`config.mk`:
```
export PLATFORM = sky130hd
export DESIGN_NAME = hpdcache_credit_tx_flat
export DESIGN_NICKNAME = d
export VERILOG_FILES = /design/src/rtl/hpdcache_credit_tx_if.sv /design/src/rtl/hpdcache_credit_tx.sv /design/src/flat_wrapper.sv
export SDC_FILE = /design/constraint.sdc
export NUM_CORES = 1
export LEC_CHECK = 0
export ABC_AREA = 1
export BUFFER_PORTS_ARGS = -buffer_cell sky130_fd_sc_hd__buf_4
export CORE_AREA = 5 5 42 44
export DETAILED_ROUTE_END_ITERATION = 12
export DIE_AREA = 0 0 47 49
export SLEW_MARGIN = 10
export SYNTH_ARGS = -nofsm -noshare
export SYNTH_HDL_FRONTEND = slang
export SYNTH_SLANG_ARGS = --single-unit
```
`constraint.sdc`:
```
create_clock -name clk_i -period 5 [get_ports clk_i]
set_clock_uncertainty 0.15 [all_clocks]
set_input_delay 0.75 -clock clk_i [delete_from_list [all_inputs] [get_ports clk_i]]
set_output_delay 0.75 -clock clk_i [all_outputs]
set_load 0.01 [all_outputs]
```
`src/rtl/hpdcache_credit_tx_if.sv`:
```
// rtl/hpdcache_credit_tx_if.sv - producer and link signals of the credit transmitter
//
// Groups the producer handshake (w_i/wok_o/wdata_i) with the link to the
// remote receive FIFO (tx_valid_o/tx_data_o forward, credit_i backward).
// Signal names keep the transmitter's point of view.
//   master : the transmitter (hpdcache_credit_tx)
//   slave  : producer plus remote receiver environment
interface hpdcache_credit_tx_if #(
    parameter type data_t = logic
);
    logic  w_i;
    logic  wok_o;
    data_t wdata_i;
    logic  tx_valid_o;
    data_t tx_data_o;
    logic  credit_i;

    modport master (
        input  w_i,
        input  wdata_i,
        input  credit_i,
        output wok_o,
        output tx_valid_o,
        output tx_data_o
    );

    modport slave (
        output w_i,
        output wdata_i,
        output credit_i,
        input  wok_o,
        input  tx_valid_o,
        input  tx_data_o
    );
endinterface

```
`src/rtl/hpdcache_credit_tx.sv`:
```
// rtl/hpdcache_credit_tx.sv - credit-based transmitter into a remote receive FIFO
//
// Forwards producer items as one-cycle registered pulses and only sends while
// a credit is held, so the remote FIFO (CREDITS entries deep) cannot overflow.
// Ports:
//   clk_i        : clock, all state on the rising edge
//   rst_i        : synchronous active-high reset
//   bus          : producer handshake and link (hpdcache_credit_tx_if.master)
//   credit_cnt_o : credits currently held
//   idle_o       : all credits home and no pulse in flight
//   err_o        : sticky credit overflow flag
module hpdcache_credit_tx #(
    parameter int unsigned CREDITS = 4,
    parameter type data_t = logic,
    localparam int unsigned CNT_W = $clog2(CREDITS + 1)
) (
    input  logic             clk_i,
    input  logic             rst_i,
    hpdcache_credit_tx_if.master bus,
    output logic [CNT_W-1:0] credit_cnt_o,
    output logic             idle_o,
    output logic             err_o
);
    if (CREDITS < 1) begin : g_bad_credits
        $error("hpdcache_credit_tx: CREDITS must be at least 1");
    end

    localparam logic [CNT_W-1:0] CNT_FULL = CNT_W'(CREDITS);
    localparam logic [CNT_W-1:0] CNT_ONE  = CNT_W'(1);

    logic [CNT_W-1:0] credit_cnt_q;
    logic             tx_valid_q;
    data_t            tx_data_q;
    logic             err_q;
    logic             wok;
    logic             accept;

    // Send permission looks only at the registered count; a credit arriving
    // this cycle is usable next cycle, which keeps credit_i off the wok path.
    assign wok    = (credit_cnt_q != '0);
    assign accept = bus.w_i & wok;

    always_ff @(posedge clk_i) begin
        if (rst_i) begin
            credit_cnt_q <= CNT_FULL;
            tx_valid_q   <= 1'b0;
            tx_data_q    <= '0;
            err_q        <= 1'b0;
        end else begin
            tx_valid_q <= accept;
            if (accept) begin
                tx_data_q <= bus.wdata_i;
            end

            // A send and a returned credit in the same cycle cancel out.
            if (accept && !bus.credit_i) begin
                credit_cnt_q <= credit_cnt_q - CNT_ONE;
            end else if (bus.credit_i && !accept) begin
                if (credit_cnt_q == CNT_FULL) begin
                    err_q <= 1'b1;
                end else begin
                    credit_cnt_q <= credit_cnt_q + CNT_ONE;
                end
            end
        end
    end

    assign bus.wok_o      = wok;
    assign bus.tx_valid_o = tx_valid_q;
    assign bus.tx_data_o  = tx_data_q;
    assign credit_cnt_o   = credit_cnt_q;
    assign idle_o         = (credit_cnt_q == CNT_FULL) & ~tx_valid_q;
    assign err_o          = err_q;
endmodule

```
`src/flat_wrapper.sv`:
```
// flat-port wrapper written by rule: the top's interface ports become plain ports
module hpdcache_credit_tx_flat 
#(
    parameter int unsigned CREDITS = 4,
    parameter type data_t = logic,
    localparam int unsigned CNT_W = $clog2(CREDITS + 1)
)
  (clk_i, rst_i, credit_cnt_o, idle_o, err_o, bus_w_i, bus_wdata_i, bus_credit_i, bus_wok_o, bus_tx_valid_o, bus_tx_data_o);
  hpdcache_credit_tx_if #(.data_t(data_t)) bus_i ();
  input  logic clk_i;
  input  logic rst_i;
  output logic [CNT_W-1:0] credit_cnt_o;
  output logic idle_o;
  output logic err_o;
  input wire logic [$bits(bus_i.w_i)-1:0] bus_w_i;
  input wire logic [$bits(bus_i.wdata_i)-1:0] bus_wdata_i;
  input wire logic [$bits(bus_i.credit_i)-1:0] bus_credit_i;
  output wire logic [$bits(bus_i.wok_o)-1:0] bus_wok_o;
  output wire logic [$bits(bus_i.tx_valid_o)-1:0] bus_tx_valid_o;
  output wire logic [$bits(bus_i.tx_data_o)-1:0] bus_tx_data_o;
  assign bus_i.w_i = bus_w_i;
  assign bus_i.wdata_i = bus_wdata_i;
  assign bus_i.credit_i = bus_credit_i;
  assign bus_wok_o = bus_i.wok_o;
  assign bus_tx_valid_o = bus_i.tx_valid_o;
  assign bus_tx_data_o = bus_i.tx_data_o;
  hpdcache_credit_tx #(.CREDITS(CREDITS), .data_t(data_t)) u_core (.clk_i(clk_i), .rst_i(rst_i), .bus(bus_i), .credit_cnt_o(credit_cnt_o), .idle_o(idle_o), .err_o(err_o));
endmodule
```
==> Implementation_results.wiki, run 1 <==
{| class="wikitable"
! Metric !! Value
|-
| Number of buffers created by CTS || 3
|-
| Max Clock Freq || 0.485 GHz
|-
| Dominant cell by count in the synthesized netlist || sky130_fd_sc_hd__nand2_1
|-
| Met3 track demand over resource || 6.64%
|-
| FF-to-FF Start || u_core.credit_cnt_o[1]
|-
| Number of setup buffers added after CTS || 0
|-
| Worst setup path class || reg2out
|-
| Register-to-register path setup slack || 3.00 ns
|-
| Drc violations || 0
|-
| Highest-delay cell along the critical path || sky130_fd_sc_hd__dfxtp_1
|-
| Cell variety after synth || 19
|-
| Startpoint type of the worst setup path || flip-flop
|-
| Clk sinks || 6
|-
| Post-placement worst setup slack || 2.79 ns
|-
| Hold Path Stages || 2
|-
| Relative slew slack || 78.6%
|-
| Final antenna-violating net count || 0
|-
| Die X-Extent || 47 µm
|-
| Worst-skew pair later-pin latency || 0.24 ns
|-
| Layer with the highest usage after global routing || met1
|-
| CTS-repair resized insts || 0
|-
| Syn_nets || 60
|-
| Total Power || 0.331 mW
|-
| Hold violation count in the final report || 0
|-
| Iter 0 DRT Violations || 4
|-
| Number of enable-type register cells in the synthesized netlist || 0
|-
| Ant diodes || 0
|-
| Hold crit path type || reg2reg
|-
| WL per Instance || 9.73 µm
|-
| Row cnt || 14
|-
| P_leak || 0.278 nW
|-
| Initial Utilization || 28.6%
|-
| Clock tree root driver cell || sky130_fd_sc_hd__clkbuf_4
|-
| Endpoint class of the critical path || output port
|-
| Boundary pin count || 13
|-
| CP max stage delay || 0.40 ns
|-
| Storage element area || 120 µm²
|-
| Detail-routed via count per cell || 4.30
|-
| Area of the core region || 1400 µm²
|-
| Number of pins with negative max-slew slack in the final report || 0
|-
| Final net count || 77
|-
| Footprint of the multi-input gates || 251 µm²
|-
| Antenna violations before repair || 0
|-
| Total routing usage reported by global routing || 8.45%
|-
| Number of cells on the worst reg-to-reg path || 11
|-
| Share of the clock period used by the worst path || 41.2%
|-
| Worst hold endpoint || u_core.err_o
|-
| Area added between synthesis and finish || 33.1%
|-
| Leading cell types by total area after synthesis || sky130_fd_sc_hd__dfxtp_1 30%, sky130_fd_sc_hd__ha_1 13%, sky130_fd_sc_hd__nand2_1 11%, sky130_fd_sc_hd__nand2_4 5.6%, sky130_fd_sc_hd__nor2_4 5.6%
|-
| Transition time at the pin with the least slew margin || 0.320 ns
|-
| Area share of the largest cell type after synthesis || 30.0%
|-
| Number of register bits inferred by synthesis || 6
|-
| Largest fanout of any net on the critical path || 5
|-
| Peak supply drop || 0.286 mV
|-
| Async set-reset flop share out of synthesis || 0%
|-
| Post-synthesis instance total || 51
|-
| # H-tree levels || 1
|-
| Final estimated routing congestion in global placement || 0.732
|-
| Detailed-router iteration count before antenna repair || 2
|-
| Maximum clock path buffer count || 2
|-
| Vias || 353
|-
| Critical path cell sequence || inv_2 -> nor4_1 -> buf_4
|-
| Final HPWL DP || 672 µm
|-
| Total of buffers placed on input and output ports || 12
|-
| Fill cell instance count of the final layout || 161
|-
| Power density over the cells || 620 nW/µm²
|-
| TNS Setup || 0 ns
|-
| Critical path data arrival time || 1.16 ns
|-
| Sequential fraction of the synthesis area || 30.0%
|-
| Via count of the first global-routing pass || 340
|-
| Chip height || 49 µm
|-
| Maximum number of pins on one net before global-route repair || 8
|-
| FF-to-FF End || u_core.credit_cnt_o[2]
|-
| Die footprint || 2300 µm²
|-
| # hold bufs at CTS || 0
|-
| CTS tree || done
|-
| Unrepaired setup endpoints after global routing || no
|-
| Minimum clock period || 2.06 ns
|-
| Met1 Resource Use GR || 11.4%
|-
| Ratio of cells with drive above 1 in the final layout || 36.4%
|-
| Main synth FF type || sky130_fd_sc_hd__dfxtp_1
|-
| Final routed wirelength across all metal layers || 798 µm
|-
| Top post-synthesis cells by count || 12 x sky130_fd_sc_hd__nand2_1, 6 x sky130_fd_sc_hd__dfxtp_1, 5 x sky130_fd_sc_hd__inv_1
|-
| Met2 usage in global routing || 11.3%
|-
| Min-delay src || u_core.err_o
|-
| Post-synthesis average cell area || 7.85 µm²
|-
| Synthesis Warnings || 0
|-
| Max capacitance violation total || 0
|-
| Post-synthesis instance area || 400 µm²
|-
| Aggregate global routing overflow || 0
|-
| Critical path required time || 4.10 ns
|-
| Biggest area consumer among synthesized cells || sky130_fd_sc_hd__dfxtp_1
|-
| Outcome || completed
|-
| Worst-case setup margin in the final layout || 2.94 ns
|-
| Register clock-pin slew on the reported worst setup and hold paths || 0.05 ns
|-
| Wire length of the first global-routing pass || 1.44 mm
|-
| Setup violators final || 0
|}
==> kinds of logic (layout without fill, tap and decap cells) <==
| group | Yosys count | in the layout | share of synthesized area [%] |
|---|---|---|---|
| buffers and inverters | 7 | 22 | 7.19 |
| xor gates and xnor gates | 1 | 1 | 2.19 |
| DFF | 6 | 6 | 30.0 |
| adders and majority gates | 4 | 4 | 12.5 |
| and+or+nand+nor | 25 | 25 | 33.8 |
| AOI/OAI and AO/OA | 8 | 8 | 14.4 |
==> state kept, by name, indices dropped and copies added (netlist names) <==
register               flops
u_core.credit_cnt_o        3
u_core.bus.tx_data_o       1
u_core.err_o               1
u_core.bus.tx_valid_o      1
==> how the worst max path moves through the flow <==
stage / from / to / cells past startpoint
floorplan: bus_w_i / u_core.credit_cnt_o[1] / 8
global placement: bus_w_i / u_core.credit_cnt_o[2] / 10
detailed placement: bus_w_i / u_core.credit_cnt_o[2] / 10
CTS: u_core.credit_cnt_o[2] / idle_o / 3
global route: u_core.credit_cnt_o[2] / idle_o / 3
finish: u_core.credit_cnt_o[2] / idle_o / 3
==> per-layer routing <==
metal	vias to the layer above	wire (µm)
met5	-	0
met4	0	0
met3	0	38
met2	9	349
met1	152	409
li1	192	-
==> layout by cell type, fill, tap and decap left out <==
cell and count:
sky130_fd_sc_hd__nand2_1 12, sky130_fd_sc_hd__buf_4 12, sky130_fd_sc_hd__dfxtp_1 6, sky130_fd_sc_hd__inv_1 5, sky130_fd_sc_hd__a21oi_1 4, sky130_fd_sc_hd__nor2_1 4, sky130_fd_sc_hd__ha_1 4, sky130_fd_sc_hd__clkbuf_4 3
sky130_fd_sc_hd__nor2_4 2, sky130_fd_sc_hd__nand2_4 2, sky130_fd_sc_hd__nand3_1 2, sky130_fd_sc_hd__inv_2 1, sky130_fd_sc_hd__inv_4 1, sky130_fd_sc_hd__xor2_1 1, sky130_fd_sc_hd__nor4_1 1, sky130_fd_sc_hd__a21oi_4 1
sky130_fd_sc_hd__a21o_2 1, sky130_fd_sc_hd__nand3b_1 1, sky130_fd_sc_hd__o21a_1 1, sky130_fd_sc_hd__nor2_2 1, sky130_fd_sc_hd__o21ai_1 1
==> power breakdown <==
part	switching (mW)	internal [mW]	total (mW)
Clock	0.0160	0.0271	0.0431
Combinational	0.104	0.0909	0.195
Sequential	0.0272	0.0654	0.0926
Total	0.147	0.183	0.331
==> stage by stage <==
step           cells  utilization (%)  instance area (µm²)  hold WS, ns
5_1_grt           82             38.0                  533        0.335
4_1_cts           82             38.0                  533        0.301
3_5_place_dp      79             36.4                  510        0.292
6_report          82             38.0                  533        0.300
3_3_place_gp      79             36.4                  510        0.287
2_1_floorplan     51                -                  400        0.318
==> worst max-delay path: cells and delay by family, from the launching register on <==
| kind | cells | cell delay (ns) |
|---|---|---|
| buffers and inverters | 2 | 0.28 |
| DFF | 1 | 0.40 |
| and+or+nand+nor | 1 | 0.23 |
==> final cells by class <==
type,count,area share (%)
multi-input cells,38,47.2
flip-flops and latches,6,22.5
repair buffers,12,16.9
inverters,7,5.40
clock buffers,3,4.23
well taps,16,3.76
No activity file was read; power rests on OpenSTA's default activity.
==> inputs of run 2 (changes only) <==
- clock period: 5 -> 2.1 ns (I/O delays scaled with it)
==> run 2 against run 1 <==
  * Die area unchanged
  * Final cell count increased by 3.7%
  * Worst hold slack got worse by 0.17 ns
  * Combinational power increased to 2.7 times the previous value
  * Sequential cell count unchanged
  * Critical path depth increased by 7
  * Global-route usage decreased by 0.14 points
  * Utilization increased by 1.6 points
  * Sequential power increased by 110%
  * Clock power increased by 140%
==> Implementation_results.wiki, run 2 (synthesis results as in run 1) <==
{| class="wikitable"
! Metric !! Value
|-
| TNS Setup || 0 ns (unchanged)
|-
| Worst hold endpoint || u_core.bus.tx_valid_o (was u_core.err_o)
|-
| Most common library cell in the layout ignoring fill and taps || sky130_fd_sc_hd__buf_4
|-
| Vias || 376 (was 353)
|-
| Register clock-pin slew on the reported worst setup and hold paths || 0.05 ns (about the same)
|-
| Wire length of the first global-routing pass || 1.42 mm (was 1.44 mm)
|-
| Max capacitance violation total || 0 (unchanged)
|-
| Endpoint class of the critical path || flip-flop (was output port)
|-
| Net switching power of the design || 0.361 mW (was 0.147 mW)
|-
| Die footprint || 2300 µm² (unchanged)
|-
| WL per Instance || 9.59 µm (was 9.73 µm)
|-
| Chip height || 49 µm (unchanged)
|-
| Min-delay src || rst_i (was u_core.err_o)
|-
| Max Clock Freq || 0.548 GHz
|-
| Die X-Extent || 47 µm (unchanged)
|-
| Final net count || 80 (was 77)
|-
| Number of buffers created by CTS || 3 (unchanged)
|-
| Area added between synthesis and finish || 38.8% (was 33.1%)
|-
| Final HPWL DP || 708 µm (was 672 µm)
|-
| FF-to-FF Start || u_core.credit_cnt_o[0] (was u_core.credit_cnt_o[1])
|-
| Unrepaired setup endpoints after global routing || no (unchanged)
|-
| Hold violation count in the final report || 0 (unchanged)
|-
| Detail-routed via count per cell || 4.42 (was 4.30)
|-
| Number of setup buffers added after CTS || 0 (unchanged)
|-
| Commonest non-fill, non-tap cells in the layout || 15 x sky130_fd_sc_hd__buf_4, 12 x sky130_fd_sc_hd__nand2_1, 6 x sky130_fd_sc_hd__dfxtp_1 (was 12 x sky130_fd_sc_hd__nand2_1, 12 x sky130_fd_sc_hd__buf_4, 6 x sky130_fd_sc_hd__dfxtp_1)
|-
| Worst-skew pair later-pin latency || 0.24 ns (about the same)
|-
| Detailed-router iteration count before antenna repair || 1 (was 2)
|-
| Footprint of the multi-input gates || 251 µm² (unchanged)
|-
| Number of cells on the worst reg-to-reg path || 10 (was 11)
|-
| Total Power || 0.826 mW (was 0.331 mW)
|-
| Worst-case setup margin in the final layout || 0.274 ns (was 2.94 ns)
|-
| Internal Pwr Total || 0.465 mW (was 0.183 mW)
|-
| Row cnt || 14 (unchanged)
|-
| Setup violators final || 0 (unchanged)
|-
| Sequential cell fraction of total power || 23.5% (was 28.0%)
|-
| Hold Path Stages || 2 (unchanged)
|-
| Final routed wirelength across all metal layers || 815 µm (was 798 µm)
|-
| Storage element area || 120 µm² (unchanged)
|-
| Boundary pin count || 13 (unchanged)
|-
| Via count of the first global-routing pass || 353 (was 340)
|-
| Ratio of cells with drive above 1 in the final layout || 39.1% (was 36.4%)
|-
| # hold bufs at CTS || 0 (unchanged)
|-
| Final design utilization || 39.6% (was 38.0%)
|-
| Maximum clock path buffer count || 2 (unchanged)
|-
| Clock power share || 12.7% (was 13.0%)
|-
| Final estimated routing congestion in global placement || 0.769 (was 0.732)
|-
| Initial Utilization || 28.6% (unchanged)
|-
| Register-to-register path setup slack || 0.27 ns (was 3.00 ns)
|-
| Number of pins with negative max-slew slack in the final report || 0 (unchanged)
|-
| # H-tree levels || 1 (unchanged)
|-
| FF-to-FF End || u_core.credit_cnt_o[1] (was u_core.credit_cnt_o[2])
|-
| P_leak || 0.294 nW (was 0.278 nW)
|-
| Startpoint type of the worst setup path || flip-flop (unchanged)
|-
| Total routing usage reported by global routing || 8.31% (was 8.45%)
|-
| Drc violations || 0 (unchanged)
|-
| Share of the clock period used by the worst path || 87.0%
|-
| Total of buffers placed on input and output ports || 12 (unchanged)
|-
| Fill cell instance count of the final layout || 151 (was 161)
|-
| Critical path data arrival time || 1.82 ns (was 1.16 ns)
|-
| Minimum clock period || 1.83 ns
|-
| Maximum number of pins on one net before global-route repair || 7 (was 8)
|-
| Antenna violations before repair || 0 (unchanged)
|-
| Post-placement worst setup slack || 0.250 ns (was 2.79 ns)
|-
| Hold crit path type || in2reg (was reg2reg)
|-
| Clock tree root driver cell || sky130_fd_sc_hd__clkbuf_4 (unchanged)
|-
| Area of the core region || 1400 µm² (unchanged)
|-
| Ant diodes || 0 (unchanged)
|-
| Peak supply drop || 0.654 mV (was 0.286 mV)
|-
| CTS-repair resized insts || 0 (unchanged)
|-
| Flip-flop count of the largest register after layout || 3 (unchanged)
|-
| Aggregate global routing overflow || 0 (unchanged)
|-
| CTS tree || done (unchanged)
|-
| Clk sinks || 6 (unchanged)
|-
| Largest fanout of any net on the critical path || 4 (was 5)
|-
| Transition time at the pin with the least slew margin || 0.221 ns (was 0.320 ns)
|-
| Iter 0 DRT Violations || 0 (was 4)
|-
| Critical path required time || 2.09 ns (was 4.10 ns)
|-
| Number of placed cells counting well taps || 82 (was 79)
|-
| Outcome || completed (unchanged)
|-
| Relative slew slack || 85.1% (was 78.6%)
|-
| Worst setup path class || reg2reg (was reg2out)
|-
| Combinational fraction of design power || 63.8% (was 59.0%)
|-
| Filler-free cell count of the finished design || 85 (was 82)
|-
| Final antenna-violating net count || 0 (unchanged)
|-
| Power density over the cells || 1490 nW/µm² (was 620 nW/µm²)
|-
| Fraction of power spent switching nets || 43.7% (was 44.5%)
|}
## run 2: cell types whose count changed in the layout (fill, tap and decap cells not counted), sizes merged
cell  before  now
buf       12   15
## run 2: per-stage QoR
stage / area [µm²] / hold slack, ns
final: 556 / 0.132
after floorplan: 400 / 0.234
after CTS: 556 / 0.124
after detailed placement: 533 / 0.300
after global placement: 533 / 0.286
after global routing: 556 / 0.127
## run 2: how the worst max path moves through the flow
stage / start / end / cells after the start
2_1_floorplan: u_core.credit_cnt_o[0] / u_core.credit_cnt_o[1] / 10
3_3_place_gp: u_core.credit_cnt_o[0] / u_core.credit_cnt_o[1] / 10
3_5_place_dp: u_core.credit_cnt_o[0] / u_core.credit_cnt_o[1] / 10
4_1_cts: u_core.credit_cnt_o[0] / u_core.credit_cnt_o[1] / 10
5_1_grt: u_core.credit_cnt_o[0] / u_core.credit_cnt_o[2] / 11
6_report: u_core.credit_cnt_o[0] / u_core.credit_cnt_o[1] / 10
## run 2: worst max-delay path, stage by stage (launching register included)
cell	delay [ns]
sky130_fd_sc_hd__dfxtp_1	0.32
sky130_fd_sc_hd__nor2_4	0.20
sky130_fd_sc_hd__nand2_4	0.07
sky130_fd_sc_hd__nand2_4	0.09
sky130_fd_sc_hd__inv_4	0.04
sky130_fd_sc_hd__ha_1	0.20
sky130_fd_sc_hd__xor2_1	0.15
sky130_fd_sc_hd__ha_1	0.27
sky130_fd_sc_hd__nand3b_1	0.15
sky130_fd_sc_hd__nand2_1	0.06
sky130_fd_sc_hd__nor2_1	0.04
## run 2: power by group through the flow
stage	combinational [mW]	clock, mW	sequential, mW
after floorplan	0.303	0	0.231
after global placement	0.528	0	0.196
after detailed placement	0.534	0	0.198
after CTS	0.534	0.111	0.196
after global routing	0.591	0.117	0.199
final	0.527	0.105	0.194
## run 2: per-layer routing
metal	track usage, %	wire length [µm]	vias up
li1	-	-	203
met1	10.8	394	162
met2	12.0	366	11
met3	4.80	54	0
met4	1.38	0	0
met5	0	0	-
## run 2: area by class of cell
class	instances	area share, %
inverters	7	5.18
well taps	16	3.60
multi-input cells	38	45.3
clock buffers	3	4.05
repair buffers	15	20.3
flip-flops and latches	6	21.6
